--- config.mk ---
export PLATFORM = sky130hd
export DESIGN_NAME = stopwatch_control_flat
export DESIGN_NICKNAME = d
export VERILOG_FILES = /design/src/rtl/stopwatch_control_if.sv /design/src/rtl/stopwatch_control.sv /design/src/flat_wrapper.sv
export SDC_FILE = /design/constraint.sdc
export NUM_CORES = 1
export LEC_CHECK = 0
export ABC_AREA = 1
export BUFFER_PORTS_ARGS = -buffer_cell sky130_fd_sc_hd__clkbuf_2
export CAP_MARGIN = 20
export CORE_ASPECT_RATIO = 0.7
export CORE_UTILIZATION = 45
export CTS_BUF_LIST = sky130_fd_sc_hd__clkbuf_8
export DETAILED_ROUTE_END_ITERATION = 16
export SYNTH_ARGS = -nofsm -noshare
export SYNTH_HDL_FRONTEND = slang
export SYNTH_SLANG_ARGS = --single-unit
--- constraint.sdc ---
create_clock -name inputClock -period 3.9 [get_ports inputClock]
set_clock_uncertainty 0.05 [all_clocks]
set_input_delay 1.17 -clock inputClock [delete_from_list [all_inputs] [get_ports inputClock]]
set_output_delay 1.17 -clock inputClock [all_outputs]
set_load 0.02 [all_outputs]
--- src/rtl/stopwatch_control_if.sv ---
`default_nettype none
// ============================================================================
//  Module      : stopwatch_control_if
//  Description : Key inputs and control outputs of the stopwatch controller.
//                The master side owns the raw push-buttons and observes the
//                control outputs; the slave side is the controller itself.
//  Revision    : 1.0 - initial release
// ============================================================================
interface stopwatch_control_if;
    logic       nStartStopKey;
    logic       nClearKey;
    logic       nLapKey;
    logic       pause;
    logic       nCounterReset;
    logic       lapHold;
    logic [1:0] state;

    modport master (
        output nStartStopKey, nClearKey, nLapKey,
        input  pause, nCounterReset, lapHold, state
    );

    modport slave (
        input  nStartStopKey, nClearKey, nLapKey,
        output pause, nCounterReset, lapHold, state
    );
endinterface
`default_nettype wire

--- src/rtl/stopwatch_control.sv ---
`default_nettype none
// ============================================================================
//  Module      : stopwatch_control
//  Description : Debounces three active-low push-buttons, turns each debounced
//                press into a one-cycle event and runs the stopwatch mode FSM
//                (IDLE / RUNNING / STOPPED / LAP) that drives pause, lapHold
//                and the one-cycle counter clear.
//  Revision    : 1.0 - initial release
// ============================================================================
module stopwatch_control #(
    parameter int DEBOUNCE_CYCLES = 500_000,
    parameter int CNT_SIZE        = 20
) (
    input  wire logic           inputClock,
    input  wire logic           reset,
    stopwatch_control_if.slave  sw
);

    typedef enum logic [1:0] {
        S_IDLE    = 2'b00,
        S_RUNNING = 2'b01,
        S_STOPPED = 2'b10,
        S_LAP     = 2'b11
    } state_t;

    // Key slot indices inside the per-key vectors
    localparam int c_key_ss  = 0;
    localparam int c_key_clr = 1;
    localparam int c_key_lap = 2;

    localparam logic [CNT_SIZE-1:0] c_cnt_max = CNT_SIZE'(DEBOUNCE_CYCLES - 1);

    logic [2:0]          w_raw;
    logic [2:0]          r_sync1;
    logic [2:0]          r_sync2;
    logic [2:0]          r_level;
    logic [2:0]          r_level_d;
    logic [2:0]          r_press;
    logic [CNT_SIZE-1:0] r_cnt [3];
    logic [2:0]          w_sel;

    state_t r_state;
    state_t w_state_next;
    logic   r_pause;
    logic   r_lap_hold;
    logic   r_n_counter_reset;

    assign w_raw = {sw.nLapKey, sw.nClearKey, sw.nStartStopKey};

    // Two-flop synchronizers; idle level of an unpressed key is 1
    always_ff @(posedge inputClock) begin
        if (reset) begin
            r_sync1 <= '1;
            r_sync2 <= '1;
        end else begin
            r_sync1 <= w_raw;
            r_sync2 <= r_sync1;
        end
    end

    // Per-key debounce counter, debounced level and registered 1->0 press event
    always_ff @(posedge inputClock) begin
        if (reset) begin
            r_level   <= '1;
            r_level_d <= '1;
            r_press   <= '0;
            for (int k = 0; k < 3; k++) begin
                r_cnt[k] <= '0;
            end
        end else begin
            r_level_d <= r_level;
            r_press   <= r_level_d & ~r_level;
            for (int k = 0; k < 3; k++) begin
                if (r_sync2[k] == r_level[k]) begin
                    r_cnt[k] <= '0;
                end else if (r_cnt[k] == c_cnt_max) begin
                    r_level[k] <= r_sync2[k];
                    r_cnt[k]   <= '0;
                end else begin
                    r_cnt[k] <= r_cnt[k] + CNT_SIZE'(1);
                end
            end
        end
    end

    // Coincident events: keep only the highest priority one (clear > start/stop > lap).
    // A winning event that the current state ignores still swallows the others.
    always_comb begin
        w_sel = '0;
        if (r_press[c_key_clr]) begin
            w_sel[c_key_clr] = 1'b1;
        end else if (r_press[c_key_ss]) begin
            w_sel[c_key_ss] = 1'b1;
        end else if (r_press[c_key_lap]) begin
            w_sel[c_key_lap] = 1'b1;
        end
    end

    // Mode FSM next-state decode
    always_comb begin
        w_state_next = r_state;
        case (r_state)
            S_IDLE: begin
                if (w_sel[c_key_ss]) w_state_next = S_RUNNING;
            end
            S_RUNNING: begin
                if (w_sel[c_key_ss])       w_state_next = S_STOPPED;
                else if (w_sel[c_key_lap]) w_state_next = S_LAP;
            end
            S_LAP: begin
                if (w_sel[c_key_ss])       w_state_next = S_STOPPED;
                else if (w_sel[c_key_lap]) w_state_next = S_RUNNING;
            end
            S_STOPPED: begin
                if (w_sel[c_key_clr])     w_state_next = S_IDLE;
                else if (w_sel[c_key_ss]) w_state_next = S_RUNNING;
            end
            default: w_state_next = S_IDLE;
        endcase
    end

    // State register with registered outputs decoded from the next state
    always_ff @(posedge inputClock) begin
        if (reset) begin
            r_state           <= S_IDLE;
            r_pause           <= 1'b1;
            r_lap_hold        <= 1'b0;
            r_n_counter_reset <= 1'b0;
        end else begin
            r_state           <= w_state_next;
            r_pause           <= (w_state_next == S_IDLE) || (w_state_next == S_STOPPED);
            r_lap_hold        <= (w_state_next == S_LAP);
            r_n_counter_reset <= !((r_state == S_STOPPED) && (w_state_next == S_IDLE));
        end
    end

    assign sw.state         = r_state;
    assign sw.pause         = r_pause;
    assign sw.lapHold       = r_lap_hold;
    assign sw.nCounterReset = r_n_counter_reset;

endmodule
`default_nettype wire

--- src/flat_wrapper.sv ---
// flat-port wrapper written by rule: the top's interface ports become plain ports
module stopwatch_control_flat 
#(
    parameter int DEBOUNCE_CYCLES = 500_000,
    parameter int CNT_SIZE        = 20
)
  (inputClock, reset, sw_nStartStopKey, sw_nClearKey, sw_nLapKey, sw_pause, sw_nCounterReset, sw_lapHold, sw_state);
  stopwatch_control_if sw_i ();
  input  wire logic inputClock;
  input  wire logic reset;
  input wire logic [$bits(sw_i.nStartStopKey)-1:0] sw_nStartStopKey;
  input wire logic [$bits(sw_i.nClearKey)-1:0] sw_nClearKey;
  input wire logic [$bits(sw_i.nLapKey)-1:0] sw_nLapKey;
  output wire logic [$bits(sw_i.pause)-1:0] sw_pause;
  output wire logic [$bits(sw_i.nCounterReset)-1:0] sw_nCounterReset;
  output wire logic [$bits(sw_i.lapHold)-1:0] sw_lapHold;
  output wire logic [$bits(sw_i.state)-1:0] sw_state;
  assign sw_i.nStartStopKey = sw_nStartStopKey;
  assign sw_i.nClearKey = sw_nClearKey;
  assign sw_i.nLapKey = sw_nLapKey;
  assign sw_pause = sw_i.pause;
  assign sw_nCounterReset = sw_i.nCounterReset;
  assign sw_lapHold = sw_i.lapHold;
  assign sw_state = sw_i.state;
  stopwatch_control #(.DEBOUNCE_CYCLES(DEBOUNCE_CYCLES), .CNT_SIZE(CNT_SIZE)) u_core (.inputClock(inputClock), .reset(reset), .sw(sw_i));
endmodule
==> impl_summary.md <==
Status
The run finished with clean final reports.

Clock network
The number of H-tree levels is 3. The clock tree buffer depth is 2. The number of clock buffers added by TritonCTS is 9. The number of resized instances in the post-cts repair step is 0. The post-CTS setup-driven buffer insertion count is 0. The CTS tree is done. The number of buffers inserted for hold repair after clock tree synthesis is 0.

The CTS root buffer is sky130_fd_sc_hd__clkbuf_8. After clock tree synthesis, the clock-pin slew on the worst setup and hold paths is 0.09 ns. The clock drives 80 sinks. At the later pin of the worst-skew pair, clock insertion delay measures 0.37 ns.

Floorplan
The width of the chip is 120 um. The initialized floorplan defines 29 standard-cell rows. The core footprint is 9290 um2.

The count of boundary I/O pins is 10. The floorplan step defined a die boundary enclosing 10200 um2. The vertical die dimension is 84.8 um. The initial utilization of the core area, before any placement, comes to 47.5%.

Min path
The launch point of the worst hold path is u_core.r_level_d[1]. The path with the worst hold slack has its endpoint at u_core.r_press[1]. Along the worst hold path, the cell count comes to 2. In this run the worst hold path is classified as reg -> reg.

Yosys
The number of distinct standard cells referenced by the synthesized netlist is 29. The number of enable flip-flop cells after synthesis is 60. By count the netlist is led by sky130_fd_sc_hd__nand2_1 (124), sky130_fd_sc_hd__nor2_1 (120), sky130_fd_sc_hd__edfxtp_1 (60).

The number of warnings reported in the yosys synthesis log is 0. The average cell area after synthesis is 8.13 um2. After synthesis, the largest area contributor takes up 40.9% of total cell area. By area the synthesized netlist is led by sky130_fd_sc_hd__edfxtp_1 (41%), sky130_fd_sc_hd__nand2_1 (11%), sky130_fd_sc_hd__nor2_1 (10%), sky130_fd_sc_hd__dfxtp_1 (9.1%), sky130_fd_sc_hd__inv_1 (4.4%).

Sequential elements use 50.0% of the synthesized area. The most frequently used flop master after synthesis is sky130_fd_sc_hd__edfxtp_1. Summed over all instances, the cell type with the most area after synthesis is sky130_fd_sc_hd__edfxtp_1. The post-synthesis cell count is 542. The synthesized design contains 80 register bits. The post-synthesis instance area is 4410 um2.

The share of flip-flops with an asynchronous set or reset is 0%. sky130_fd_sc_hd__nand2_1 is the most common cell in the netlist.

Setup path
The endpoint identified for the worst register-to-register timing path is u_core.r_cnt[0][16]. At the worst endpoint, the arrival time is 2.25 ns. The type of destination of the critical path is a register. The number of cells on the worst reg-to-reg path is 6. The register-to-register setup slack is 1.69 ns. At the worst endpoint, the required time is 3.94 ns. The reg-to-reg critical path startpoint is u_core.r_cnt[0][0].

The critical-path maximum fanout is 20. The worst setup path is launched from a register. The category of the most critical setup path is reg -> reg.

Route
Dividing the detail-routed via count by the number of cells gives 4.80. The number of search-and-repair iterations in the first detailed-routing pass is 5. The iteration-0 DRC count of the detailed router is 272.

The DRC violations left is 0. The routed design has 8.69 mm of wire. For this block, the via count after detailed routing is 3572.

The count of nets left with antenna violations once routing finished came out at 0. After detailed routing, the average wire length per cell comes to 11.7 um.

Finish
The share of cells above drive strength 1 is 9.52%. The repair_antennas step left the layout with diodes totalling 0. The net total in the final layout is 623. The layout filler cell count is 939. After routing the design area is 5010 um2. The growth of design area from synthesis to finish is 13.6%.

Placement
At the end of routability-driven placement, the weighted congestion stood at 0.840. The number of port buffers is 9. The placed instances occupy a cell area of 4780 um2. The HPWL after detailed placement is 6.42 mm.

Timing
The minimum clock period is 2.21 ns. Setup repair after global routing left no endpoint under its margin. The final count of hold timing violations is 0.

Setup violations remaining at the end of the flow were counted as 0. The maximum clock frequency is 452 MHz. The max-slew violation count is 0.

The share of the clock period used by the worst path after layout is 56.7%. The measured slew at the worst slew-check pin is 0.712 ns. The total negative slack is 0 ns. The worst slew margin relative to its limit is 52.4%.

Pwr
The standby leakage power is 1.92 nW. The design draws 1.78 mW. In this run the power density over the cells is 355 nW/um2. Across the VDD grid, the largest voltage drop is 0.000250 V.

Global routing
The global router's overall resource usage is 18.5%. The overall overflow remaining after global route is 0. The first global-routing pass estimated 14.8 mm of wire. The number of antenna violations at the first check in global routing is 0. The number of global-route vias before repair is 3213.

Entering global routing, the biggest net connects 21 pins.

Run
Across the run, the number of max-cap violations was 0.
## worst max-delay path by stage
| stage | endpoint | slack [ns] | cells past startpoint | startpoint |
|---|---|---|---|---|
| 6_report | u_core.r_cnt[0][16] | 1.69 | 6 | u_core.r_cnt[0][0] |
| 5_1_grt | u_core.r_cnt[0][16] | 1.45 | 6 | u_core.r_cnt[0][0] |
| 3_5_place_dp | u_core.r_cnt[0][18] | 1.30 | 5 | reset |
| 4_1_cts | u_core.r_cnt[0][16] | 1.63 | 6 | u_core.r_cnt[0][0] |
| 3_3_place_gp | u_core.r_cnt[0][12] | 1.34 | 5 | reset |
| 2_1_floorplan | u_core.r_cnt[1][11] | 1.86 | 6 | reset |
## layer usage
layer  global-route usage [%]  part of all wire (%)  wire length [um]  up-vias
met2                     28.0                    44              3810       86
met3                     4.89                   4.9               428        9
met5                        0                     0                 0        -
met1                     25.7                    50              4370     1637
li1                         -                     -                 -     1840
met4                     6.17                  0.90                78        0
## critical path, stage by stage (launching register included)
cell	delay (ns)
sky130_fd_sc_hd__edfxtp_1	0.40
sky130_fd_sc_hd__ha_1	0.27
sky130_fd_sc_hd__nand3_2	0.15
sky130_fd_sc_hd__nor2_1	0.21
sky130_fd_sc_hd__nand3_1	0.17
sky130_fd_sc_hd__nand2_1	0.57
sky130_fd_sc_hd__nor2_1	0.12
## state kept, by name, summed over array words and instances (netlist names)
name and cells:
u_core.sw.pause 1, u_core.r_sync1 3, u_core.sw.lapHold 1, u_core.sw.state 2
u_core.r_press 3, u_core.sw.nCounterReset 1, u_core.r_sync2 3, u_core.r_level_d 3
u_core.r_cnt 60, u_core.r_level 3
## cell usage in the layout, fill, tap and decap left out, types with 10 or more instances in the layout
| master | Yosys | routed |
|---|---|---|
| sky130_fd_sc_hd__conb_1 | 1 | 60 |
| sky130_fd_sc_hd__xnor2_1 | 10 | 10 |
| sky130_fd_sc_hd__nand2_1 | 124 | 124 |
| sky130_fd_sc_hd__inv_1 | 52 | 52 |
| sky130_fd_sc_hd__nand3_1 | 34 | 34 |
| sky130_fd_sc_hd__edfxtp_1 | 60 | 60 |
| sky130_fd_sc_hd__dfxtp_1 | 20 | 20 |
| sky130_fd_sc_hd__a21oi_1 | 25 | 25 |
| sky130_fd_sc_hd__xor2_1 | 19 | 19 |
| sky130_fd_sc_hd__nor2_1 | 120 | 120 |
| sky130_fd_sc_hd__o21ai_0 | 10 | 10 |
| sky130_fd_sc_hd__nand4_1 | 15 | 15 |
## per-stage QoR
stage | std cells | setup slack, ns | hold WS, ns | util, %
floorplan | 601 | 1.86 | 0.339 | -
finish | 744 | 1.69 | 0.363 | 53.9
global placement | 728 | 1.34 | 0.346 | 51.4
CTS | 744 | 1.63 | 0.365 | 53.9
global route | 744 | 1.45 | 0.384 | 53.9
detailed placement | 728 | 1.30 | 0.351 | 51.4
## area by class of cell
type                            count  area (um2)  share of cell area, %
Sequential cell                    80        2200                   44.0
Inverter                           53         199                   3.97
Clock buffer                        9         124                   2.47
Tap cell                          124         155                   3.10
Clock inverter                      7         106                   2.12
Timing Repair Buffer                9        45.0                  0.900
Multi-Input combinational cell    462        2180                   43.5
## report_power, final
group          switching [mW]  leakage, nW  internal (mW)  total [mW]
Clock                   0.348        0.117          0.374       0.722
Sequential             0.0356        0.782          0.944       0.979
Combinational          0.0497         1.02         0.0260      0.0757
Total                   0.433         1.92           1.34        1.78
## cells by family after synthesis
group / share of synthesized area [%]
fa+ha+maj: 0.852
xor+xnor: 5.76
simple gates: 33.3
other cells: 0.0851
buf+inv: 5.71
compound gates: 4.31
flops: 50.0
Note: power is estimated with default switching activity, not from simulation.
